==> config.mk <==
export PLATFORM = sky130hd
export DESIGN_NAME = aes_128_round_ctrl_flat
export DESIGN_NICKNAME = d
export VERILOG_FILES = /design/src/rtl/aes_128_round_ctrl_if.sv /design/src/rtl/aes_128_round_ctrl.sv /design/src/flat_wrapper.sv
export SDC_FILE = /design/constraint.sdc
export NUM_CORES = 1
export LEC_CHECK = 0
export ABC_CLOCK_PERIOD_IN_PS = 2100
export CAP_MARGIN = 20
export CORE_ASPECT_RATIO = 0.7
export CORE_UTILIZATION = 46
export DETAILED_ROUTE_END_ITERATION = 10
export GPL_TIMING_DRIVEN = 0
export PLACE_DENSITY = 0.71
export SETUP_SLACK_MARGIN = 0.15
export SYNTH_ARGS = -nofsm -noshare
export SYNTH_HDL_FRONTEND = slang
export SYNTH_SLANG_ARGS = --single-unit
==> constraint.sdc <==
create_clock -name clk -period 2.1 [get_ports clk]
set_input_delay 0.42 -clock clk [delete_from_list [all_inputs] [get_ports clk]]
set_output_delay 0.42 -clock clk [all_outputs]
set_load 0.01 [all_outputs]
==> src/rtl/aes_128_round_ctrl_if.sv <==
// ----------------------------------------------------------------------------
// aes_128_round_ctrl_if
// Bundles the block handshake and datapath control signals of the AES-128
// round controller.
//   master : controller side (drives in_ready, out_valid and datapath controls)
//   slave  : producer/consumer/datapath side (drives abort, in_valid, out_ready)
// Signals:
//   abort      synchronous abort of the current block
//   in_valid   new block available      / in_ready   controller idle
//   out_valid  result in state register / out_ready  downstream consumes
//   sel_in     state mux: 1 = input block, 0 = round result
//   key_addr   round-key RAM address
//   sbox_en    S-box BRAM read enable
//   mix_kill   clears MixColumns register
//   mix_bypass MixColumns pass-through (final round)
//   ark_en     state register load
//   round      current round number
//   busy       block in flight
// ----------------------------------------------------------------------------
interface aes_128_round_ctrl_if #(
    parameter int unsigned KEY_AW = 4
);
    logic              abort;
    logic              in_valid;
    logic              in_ready;
    logic              out_valid;
    logic              out_ready;
    logic              sel_in;
    logic [KEY_AW-1:0] key_addr;
    logic              sbox_en;
    logic              mix_kill;
    logic              mix_bypass;
    logic              ark_en;
    logic [KEY_AW-1:0] round;
    logic              busy;

    modport master (
        input  abort, in_valid, out_ready,
        output in_ready, out_valid, sel_in, key_addr, sbox_en, mix_kill,
               mix_bypass, ark_en, round, busy
    );

    modport slave (
        output abort, in_valid, out_ready,
        input  in_ready, out_valid, sel_in, key_addr, sbox_en, mix_kill,
               mix_bypass, ark_en, round, busy
    );
endinterface

==> src/rtl/aes_128_round_ctrl.sv <==
// ----------------------------------------------------------------------------
// aes_128_round_ctrl
// Sequencer for the iterative AES-128 round datapath (S-box BRAM stage,
// MixColumns register stage, AddRoundKey/state register stage), 3 cycles per
// round. Accepts a block via in_valid/in_ready, runs the initial AddRoundKey
// plus NR rounds, then holds out_valid until out_ready. No data passes here.
// Ports:
//   clk    rising-edge clock
//   rst_n  asynchronous active-low reset
//   bus    aes_128_round_ctrl_if.master (handshakes + datapath controls)
// All outputs are registers decoded from the next state, so they are a pure
// function of the current state/counters with no input-to-output path.
// ----------------------------------------------------------------------------
module aes_128_round_ctrl #(
    parameter int unsigned NR     = 10,
    parameter int unsigned KEY_AW = 4
) (
    input  logic                        clk,
    input  logic                        rst_n,
    aes_128_round_ctrl_if.master        bus
);

    typedef enum logic [1:0] {
        StIdle,
        StInit,
        StRound,
        StDone
    } state_e;

    localparam logic [KEY_AW-1:0] LastRnd = KEY_AW'(NR);

    state_e            state_q, state_d;
    logic [KEY_AW-1:0] rnd_q, rnd_d;
    logic [1:0]        ph_q, ph_d;

    logic              in_ready_d;
    logic              out_valid_d;
    logic              sel_in_d;
    logic [KEY_AW-1:0] key_addr_d;
    logic              sbox_en_d;
    logic              mix_kill_d;
    logic              mix_bypass_d;
    logic              ark_en_d;
    logic [KEY_AW-1:0] round_d;
    logic              busy_d;

    // Next state and counters.
    always_comb begin
        state_d = state_q;
        rnd_d   = rnd_q;
        ph_d    = ph_q;
        if (bus.abort) begin
            state_d = StIdle;
            rnd_d   = '0;
            ph_d    = '0;
        end else begin
            case (state_q)
                StIdle: begin
                    if (bus.in_valid) begin
                        state_d = StInit;
                        rnd_d   = '0;
                        ph_d    = '0;
                    end
                end
                StInit: begin
                    state_d = StRound;
                    rnd_d   = KEY_AW'(1);
                    ph_d    = '0;
                end
                StRound: begin
                    if (ph_q == 2'd2) begin
                        ph_d = '0;
                        if (rnd_q == LastRnd) begin
                            state_d = StDone;
                        end else begin
                            rnd_d = rnd_q + KEY_AW'(1);
                        end
                    end else begin
                        ph_d = ph_q + 2'd1;
                    end
                end
                StDone: begin
                    if (bus.out_ready) begin
                        state_d = StIdle;
                        rnd_d   = '0;
                        ph_d    = '0;
                    end
                end
                default: begin
                    state_d = StIdle;
                    rnd_d   = '0;
                    ph_d    = '0;
                end
            endcase
        end
    end

    // Output decode of the upcoming state; registered below.
    always_comb begin
        in_ready_d   = 1'b0;
        out_valid_d  = 1'b0;
        sel_in_d     = 1'b0;
        key_addr_d   = '0;
        sbox_en_d    = 1'b0;
        mix_kill_d   = 1'b0;
        mix_bypass_d = 1'b0;
        ark_en_d     = 1'b0;
        round_d      = '0;
        busy_d       = 1'b0;
        case (state_d)
            StIdle: begin
                in_ready_d = 1'b1;
                mix_kill_d = 1'b1;
            end
            StInit: begin
                sel_in_d   = 1'b1;
                ark_en_d   = 1'b1;
                mix_kill_d = 1'b1;
                busy_d     = 1'b1;
            end
            StRound: begin
                busy_d     = 1'b1;
                key_addr_d = rnd_d;
                round_d    = rnd_d;
                case (ph_d)
                    2'd0:    sbox_en_d    = 1'b1;
                    // Final round skips MixColumns.
                    2'd1:    mix_bypass_d = (rnd_d == LastRnd);
                    2'd2:    ark_en_d     = 1'b1;
                    default: ;
                endcase
            end
            StDone: begin
                out_valid_d = 1'b1;
                mix_kill_d  = 1'b1;
                round_d     = LastRnd;
            end
            default: begin
                in_ready_d = 1'b1;
                mix_kill_d = 1'b1;
            end
        endcase
    end

    always_ff @(posedge clk or negedge rst_n) begin
        if (!rst_n) begin
            state_q        <= StIdle;
            rnd_q          <= '0;
            ph_q           <= '0;
            bus.in_ready   <= 1'b1;
            bus.out_valid  <= 1'b0;
            bus.sel_in     <= 1'b0;
            bus.key_addr   <= '0;
            bus.sbox_en    <= 1'b0;
            bus.mix_kill   <= 1'b1;
            bus.mix_bypass <= 1'b0;
            bus.ark_en     <= 1'b0;
            bus.round      <= '0;
            bus.busy       <= 1'b0;
        end else begin
            state_q        <= state_d;
            rnd_q          <= rnd_d;
            ph_q           <= ph_d;
            bus.in_ready   <= in_ready_d;
            bus.out_valid  <= out_valid_d;
            bus.sel_in     <= sel_in_d;
            bus.key_addr   <= key_addr_d;
            bus.sbox_en    <= sbox_en_d;
            bus.mix_kill   <= mix_kill_d;
            bus.mix_bypass <= mix_bypass_d;
            bus.ark_en     <= ark_en_d;
            bus.round      <= round_d;
            bus.busy       <= busy_d;
        end
    end

endmodule

==> src/flat_wrapper.sv <==
// flat-port wrapper written by rule: the top's interface ports become plain ports
module aes_128_round_ctrl_flat 
#(
    parameter int unsigned NR     = 10,
    parameter int unsigned KEY_AW = 4
)
  (clk, rst_n, bus_abort, bus_in_valid, bus_out_ready, bus_in_ready, bus_out_valid, bus_sel_in, bus_key_addr, bus_sbox_en, bus_mix_kill, bus_mix_bypass, bus_ark_en, bus_round, bus_busy);
  aes_128_round_ctrl_if #(.KEY_AW(KEY_AW)) bus_i ();
  input  logic clk;
  input  logic rst_n;
  input wire logic [$bits(bus_i.abort)-1:0] bus_abort;
  input wire logic [$bits(bus_i.in_valid)-1:0] bus_in_valid;
  input wire logic [$bits(bus_i.out_ready)-1:0] bus_out_ready;
  output wire logic [$bits(bus_i.in_ready)-1:0] bus_in_ready;
  output wire logic [$bits(bus_i.out_valid)-1:0] bus_out_valid;
  output wire logic [$bits(bus_i.sel_in)-1:0] bus_sel_in;
  output wire logic [$bits(bus_i.key_addr)-1:0] bus_key_addr;
  output wire logic [$bits(bus_i.sbox_en)-1:0] bus_sbox_en;
  output wire logic [$bits(bus_i.mix_kill)-1:0] bus_mix_kill;
  output wire logic [$bits(bus_i.mix_bypass)-1:0] bus_mix_bypass;
  output wire logic [$bits(bus_i.ark_en)-1:0] bus_ark_en;
  output wire logic [$bits(bus_i.round)-1:0] bus_round;
  output wire logic [$bits(bus_i.busy)-1:0] bus_busy;
  assign bus_i.abort = bus_abort;
  assign bus_i.in_valid = bus_in_valid;
  assign bus_i.out_ready = bus_out_ready;
  assign bus_in_ready = bus_i.in_ready;
  assign bus_out_valid = bus_i.out_valid;
  assign bus_sel_in = bus_i.sel_in;
  assign bus_key_addr = bus_i.key_addr;
  assign bus_sbox_en = bus_i.sbox_en;
  assign bus_mix_kill = bus_i.mix_kill;
  assign bus_mix_bypass = bus_i.mix_bypass;
  assign bus_ark_en = bus_i.ark_en;
  assign bus_round = bus_i.round;
  assign bus_busy = bus_i.busy;
  aes_128_round_ctrl #(.NR(NR), .KEY_AW(KEY_AW)) u_core (.clk(clk), .rst_n(rst_n), .bus(bus_i));
endmodule
==> results.sh, run 1 <==
export IMPL_status="completed"
export IMPL_fill_cells=169
export IMPL_finalCritPeriodShare_pct=98.1
export IMPL_pin_count=21
export IMPL_crit_required_ns=2.32
export IMPL_antenna_found_initial=0
export IMPL_wire_per_inst_um=14.4
export IMPL_power_density_mw_per_mm2=523
export IMPL_slew_limit_headroom_pct=73.3
export IMPL_core_sq_mm=0.00228
export IMPL_critical_path_class="reg2reg"
export IMPL_wl_mm=2.47
export IMPL_syn_avg_cell_area_sq_um=11.3
export IMPL_syn_area_sq_mm=0.00118
export IMPL_ys_seq_elements=24
export IMPL_rsz0062_at_grt="yes"
export IMPL_p_leak_nw=0.738
export IMPL_die_area_sq_mm=0.00277
export IMPL_cp_buffers_inverters=1
export IMPL_crit_fanout=3
export IMPL_final_cell_mix="dfrtp_1, clkdlybuf4s50_1, buf_4, and2_1, inv_1"
export IMPL_slew_violations=0
export IMPL_dr_first_iter_drc_count=42
export IMPL_instances_no_fill=172
export IMPL_dp_slack_ns=-0.343
export IMPL_critPathSlowestCell="dfrtp_2"
export IMPL_synth_top_area_share_pct=46.7
export IMPL_grt_first_pass_wirelength_mm=3.95
export IMPL_final_common_cell="dfrtp_1"
export IMPL_grt_ovfl_total=0
export IMPL_fin_ws_ns=0.0409
export IMPL_cts_sinks=24
export IMPL_hold_viol_final=0
export IMPL_met1_usage_pct=29.1
export IMPL_final_nets=152
export IMPL_hold_depth=2
export IMPL_fmax_ghz=0.486
export IMPL_crit_family="simple AND/OR/NAND/NOR gates"
export IMPL_endpoint_kind="flip-flop"
export IMPL_drive_gt1_share_pct=29.3
export IMPL_synth_area_leaders="dfrtp_1, ha_1, dfstp_2"
export IMPL_crit_arrival_ns=2.28
export IMPL_syn_inst=104
export IMPL_worstMarginPinSlew_ns=0.398
export IMPL_syn_nets=115
export IMPL_chipWidth_um=62.5
export IMPL_cts_buffers=3
export IMPL_cts_root_buf="clkbuf_4"
export IMPL_cts_tree="yes"
export IMPL_cpPeakStageDelay_ns=0.46
export IMPL_r2r_cells=9
export IMPL_finalCriticalPeriod_ns=2.06
export IMPL_vdd_drop_max_mv=0.468
export IMPL_drc=0
export IMPL_drv_cap=0
export IMPL_start_util_pct=51.8
export IMPL_track_usage_pct=19.5
export IMPL_busiest_layer="met1"
export IMPL_clk_pin_slew_ns=0.12
export IMPL_start_kind="flip-flop"
export IMPL_vias_per_cell=5.31
export IMPL_place_inst=155
export IMPL_vias=914
export IMPL_cp_depth=9
export IMPL_grt_pass1_vias=796
export IMPL_path_cells="ha_4, and3b_2, nor3b_4, o21ai_2, a21o_1, ha_4, inv_4, a211oi_4, nor4b_4"
export IMPL_drtAntennaViolNets=0
export IMPL_grt_use_met3_pct=4.64
export IMPL_skew_ns=0.00464
export IMPL_clkLatencyLatePin_ns=0.31
export IMPL_die_y_um=44.4
export IMPL_synth_seq_area_share_pct=51.2
export IMPL_cp_common_cell="ha_4"
export IMPL_place_gp_congestion=0.823
export IMPL_yosysWarningCount=0
export IMPL_grt_max_degree=25
export IMPL_synth_cell_types=42
export IMPL_clock_path_buffers=2
export IMPL_min_path_type="in2reg"
export IMPL_place_hpwl_mm=1.71
export IMPL_gr_usage_met2_pct=28.7
export IMPL_setup_viol=0
export IMPL_insertedDiodeCount=0
export IMPL_drt_pass1_iterations=4
export IMPL_portBuffers=19
export IMPL_cts_max_level=1
export IMPL_area_growth_pct=40.1
export IMPL_num_rows=14
export IMPL_synth_area_leader_cell="dfrtp_1"
export IMPL_cts_hold_buf=0
==> stage by stage <==
stage | cell area [sq um] | util, % | setup TNS, ns | hold slack, ns | power, W
after CTS | 1550 | 68.2 | 0 | 0.308 | 0.000858
after global routing | 1650 | 72.5 | -0.0400 | 0.315 | 0.000914
after global placement | 1430 | 62.9 | -0.670 | 0.619 | 0.000631
after floorplan | 1200 | - | 0 | 0.124 | 0.000576
after detailed placement | 1430 | 62.9 | -0.887 | 0.623 | 0.000635
final | 1650 | 72.5 | 0 | 0.321 | 0.000863
==> metal layers <==
metal / share of wire (%) / wire length [um] / up-vias
met2: 45 / 1120 / 29
met3: 5.9 / 146 / 2
met5: 0 / 0 / -
met1: 48 / 1180 / 438
li1: - / - / 445
met4: 0.81 / 20 / 0
==> layout make-up <==
class                   instances  area, sq um  share of cell area (%)
plain buffers                   3         21.3                    1.29
clock buffers                   4         26.3                    1.59
inverters                       7         28.8                    1.74
multi-input cells              70          614                    37.2
flip-flops and latches         24          606                    36.7
well taps                      32         40.0                    2.42
repair buffers                 32          315                    19.1
==> cells by family (layout without fill, tap and decap cells) <==
family / count (synthesis) / after routing / synth area share [%]
AOI/OAI and AO/OA: 25 / 25 / 15.4
adders and majority gates: 6 / 6 / 6.37
buffers and inverters: 10 / 46 / 4.03
DFF: 24 / 24 / 51.2
and+or+nand+nor: 39 / 39 / 23.0
==> registers in the layout (all words and copies together) (netlist names) <==
signal / count
u_core.bus.ark_en: 1
u_core.rnd_q: 4
u_core.bus.out_valid: 1
u_core.bus.sel_in: 1
u_core.state_q: 2
u_core.bus.mix_kill: 1
u_core.bus.key_addr: 4
u_core.bus.busy: 1
u_core.bus.round: 4
u_core.bus.sbox_en: 1
u_core.bus.in_ready: 1
u_core.ph_q: 2
u_core.bus.mix_bypass: 1
==> report_power, final <==
part | internal (W) | leakage [nW] | switching [W]
sequential | 0.000483 | 0.320 | 0.00000935
combinational | 0.0000825 | 0.403 | 0.0000854
clock | 0.0000741 | 0.0150 | 0.000129
==> synthesized netlist by cell type (all sizes together) <==
cell / n
a211oi: 4
and4bb: 1
nor2b: 3
dfstp: 2
nand3b: 1
nor2: 2
a221o: 1
and2b: 1
nand2: 4
nor3: 3
and3: 1
and3b: 2
o31ai: 1
o211a: 1
a32oi: 1
inv: 7
nor3b: 2
o21bai: 1
nand2b: 3
o21ai: 6
ha: 6
a21oi: 3
nor4b: 1
nand3: 1
or4b: 2
dfrtp: 22
nor4: 2
a21o: 3
o2111ai: 1
or3: 1
a31oi: 2
a22oi: 1
buf: 3
and2: 7
or2: 2
==> worst paths after layout <==
path,startpoint,endpoint,slack (ns)
max in group asynchronous,rst_n,u_core.bus.mix_kill$_DFF_PN1_,1.28
worst max register to register,u_core.rnd_q[1]$_DFF_PN0_,u_core.bus.mix_bypass$_DFF_PN0_,0.04
min in group asynchronous,rst_n,u_core.rnd_q[2]$_DFF_PN0_,0.35
worst min-delay path,bus_abort,u_core.rnd_q[1]$_DFF_PN0_,0.32
worst min register to register,u_core.ph_q[0]$_DFF_PN0_,u_core.ph_q[0]$_DFF_PN0_,0.65
worst max-delay path,u_core.rnd_q[1]$_DFF_PN0_,u_core.bus.mix_bypass$_DFF_PN0_,0.04
==> what timing repair did <==
action,4_1_cts,5_1_grt
gates resized for setup,10,9
buffers inserted,9,3
endpoints found under the hold margin,0,0
endpoints found under the setup margin,11,11
pin swaps,5,4
(Power assumes the default switching activity.)
==> run 2, diff against run 1 <==
--- a/config.mk
+++ b/config.mk
@@ -9,6 +9,7 @@
 export CAP_MARGIN = 20
 export CORE_ASPECT_RATIO = 0.7
 export CORE_UTILIZATION = 46
+export CTS_CLUSTER_SIZE = 40
 export DETAILED_ROUTE_END_ITERATION = 10
 export GPL_TIMING_DRIVEN = 0
 export PLACE_DENSITY = 0.71
==> results of run 2 <==
No change in the layout: final DEF, timing and power equal those of run 1.
==> run 3, diff against run 2 <==
--- a/config.mk
+++ b/config.mk
@@ -5,14 +5,15 @@
 export SDC_FILE = /design/constraint.sdc
 export NUM_CORES = 1
 export LEC_CHECK = 0
-export ABC_CLOCK_PERIOD_IN_PS = 2100
+export ABC_CLOCK_PERIOD_IN_PS = 2600
 export CAP_MARGIN = 20
 export CORE_ASPECT_RATIO = 0.7
-export CORE_UTILIZATION = 46
+export CORE_UTILIZATION = 55
 export CTS_CLUSTER_SIZE = 40
 export DETAILED_ROUTE_END_ITERATION = 10
+export DONT_BUFFER_PORTS = 1
 export GPL_TIMING_DRIVEN = 0
-export PLACE_DENSITY = 0.71
+export PLACE_DENSITY = 0.67
 export SETUP_SLACK_MARGIN = 0.15
 export SYNTH_ARGS = -nofsm -noshare
 export SYNTH_HDL_FRONTEND = slang
==> constraint.sdc (replaced) <==
create_clock -name clk -period 2.6 [get_ports clk]
set_input_delay 0.52 -clock clk [delete_from_list [all_inputs] [get_ports clk]]
set_output_delay 0.52 -clock clk [all_outputs]
set_load 0.01 [all_outputs]
==> results.sh, run 3 (synthesized netlist as in run 1, its figures left out) <==
export IMPL_min_path_type="in2async"
export IMPL_crit_fanout=8
export IMPL_status="finished with violations"
export IMPL_clkLatencyLatePin_ns=0.31
export IMPL_start_kind="flip-flop"
export IMPL_wl_mm=2.17
export IMPL_placed_area_sq_mm=0.00121
export IMPL_finalCritPeriodShare_pct=90.0
export IMPL_drtAntennaViolNets=0
export IMPL_vdd_drop_max_mv=0.345
export IMPL_rsz0062_at_grt="no"
export IMPL_crit_arrival_ns=2.56
export IMPL_critical_path_class="reg2reg"
export IMPL_start_util_pct=60.9
export IMPL_final_cell_mix="dfrtp_1, inv_1, and2_1, ha_1, nand2_1"
export IMPL_place_inst=126
export IMPL_hold_viol_final=0
export IMPL_cts_max_level=1
export IMPL_cts_buffers=3
export IMPL_drive_gt1_share_pct=18.2
export IMPL_skew_ns=0.00953
export IMPL_endpoint_kind="flip-flop"
export IMPL_violations="design-rule violations"
export IMPL_track_usage_pct=21.3
export IMPL_die_y_um=40.7
export IMPL_slew_limit_headroom_pct=35.5
export IMPL_crit_required_ns=2.82
export IMPL_fmax_ghz=0.427
export IMPL_grt_first_pass_wirelength_mm=3.47
export IMPL_finalCriticalPeriod_ns=2.34
export IMPL_cts_root_buf="clkbuf_4"
export IMPL_drt_pass1_iterations=9
export IMPL_num_rows=13
export IMPL_dr_first_iter_drc_count=21
export IMPL_grt_max_degree=23
export IMPL_place_gp_congestion=0.811
export IMPL_vias=806
export IMPL_final_nets=122
export IMPL_slew_violations=0
export IMPL_instances_no_fill=132
export IMPL_worstMarginPinSlew_ns=0.964
export IMPL_wire_per_inst_um=16.5
export IMPL_setup_viol=0
export IMPL_area_growth_pct=8.92
export IMPL_p_leak_nw=0.604
export IMPL_die_area_sq_mm=0.00234
export IMPL_place_hpwl_mm=1.49
export IMPL_grt_ovfl_total=0
export IMPL_vias_per_cell=6.11
export IMPL_r2r_cells=9
export IMPL_pin_count=21
export IMPL_drc=2
export IMPL_portBuffers=0
export IMPL_final_common_cell="dfrtp_1"
export IMPL_insertedDiodeCount=0
export IMPL_cts_sinks=24
export IMPL_fin_util_pct=66.3
export IMPL_reg_largest_list="u_core.bus.key_addr x4, u_core.bus.round x4, u_core.rnd_q x4"
export IMPL_cts_tree="yes"
export IMPL_core_sq_mm=0.00194
export IMPL_drv_cap=0
export IMPL_total_power_w=0.000674
export IMPL_grt_pass1_vias=721
export IMPL_clk_pin_slew_ns=0.13
export IMPL_clock_path_buffers=2
export IMPL_stdcell_area_sq_mm=0.00128
export IMPL_setup_tns_final_ns=0
export IMPL_chipWidth_um=57.3
export IMPL_antenna_found_initial=0
export IMPL_power_density_mw_per_mm2=525
[run 3: changes by cell type in the layout (fill, tap and decap cells not counted), moves of 2 or more]
cell / change
buf_4: -9
o21ai_2: -2
a211oi_4: -2
buf_6: -2
a211oi_2: +2
inv_1: +2
clkdlybuf4s50_1: -19
[run 3: area by class of cell]
type	instances	area (sq um)
Buffer	3	21.3
Clock buffer	4	36.3
Fill cell	169	652
Inverter	7	26.3
Multi-Input combinational cell	70	551
Sequential cell	24	604
Tap cell	22	27.5
Timing Repair Buffer	2	17.5
[run 3: report_power, final]
group / leakage (nW) / internal (W) / total (W) / switching (W)
Combinational: 0.261 / 0.0000310 / 0.0000777 / 0.0000467
Clock: 0.0210 / 0.0000856 / 0.000191 / 0.000106
Sequential: 0.322 / 0.000391 / 0.000405 / 0.0000140
[run 3: critical path, stage by stage (launching register included)]
cell	delay, ns
dfrtp_1	0.47
ha_1	0.20
and3b_1	0.23
nor3b_1	0.15
o21ai_0	0.20
a21o_1	0.21
ha_4	0.19
inv_1	0.07
a211oi_2	0.29
nor4b_2	0.24
[run 3: worst paths after layout]
check                      slack (ns)                               to                 startpoint
max                              0.26  u_core.bus.mix_bypass$_DFF_PN0_  u_core.rnd_q[1]$_DFF_PN0_
min                              0.02    u_core.bus.mix_kill$_DFF_PN1_                      rst_n
max reg2reg                      0.26  u_core.bus.mix_bypass$_DFF_PN0_  u_core.rnd_q[1]$_DFF_PN0_
min reg2reg                      0.65        u_core.rnd_q[2]$_DFF_PN0_  u_core.rnd_q[2]$_DFF_PN0_
max in group asynchronous        1.17        u_core.rnd_q[0]$_DFF_PN0_                      rst_n
min in group clk                 0.39      u_core.state_q[0]$_DFF_PN0_               bus_in_valid
[run 3: repair_timing]
item / CTS / global route
endpoints found under the setup margin: 3 / 2
pin swaps: 0 / 0
endpoints found under the hold margin: 22 / 0
gates resized for setup: 3 / 2
setup buffers: 0 / 1
hold buffers: 1 / 0
[run 3: metal layers]
metal / share of wire (%) / GRT usage [%] / up-vias
met3: 5.2 / 6.62 / 2
met4: 0.60 / 5.49 / 0
met2: 45 / 33.8 / 27
li1: - / - / 383
met5: 0 / 0 / -
met1: 49 / 28.9 / 394
[run 3: stage by stage]
step | hold WS [ns] | setup WS (ns)
finish | 0.0243 | 0.261
detailed placement | 0.225 | -0.0866
global route | -0.00165 | 0.152
CTS | 0.0171 | 0.152
global placement | 0.225 | -0.0533
floorplan | 0.224 | 0.454
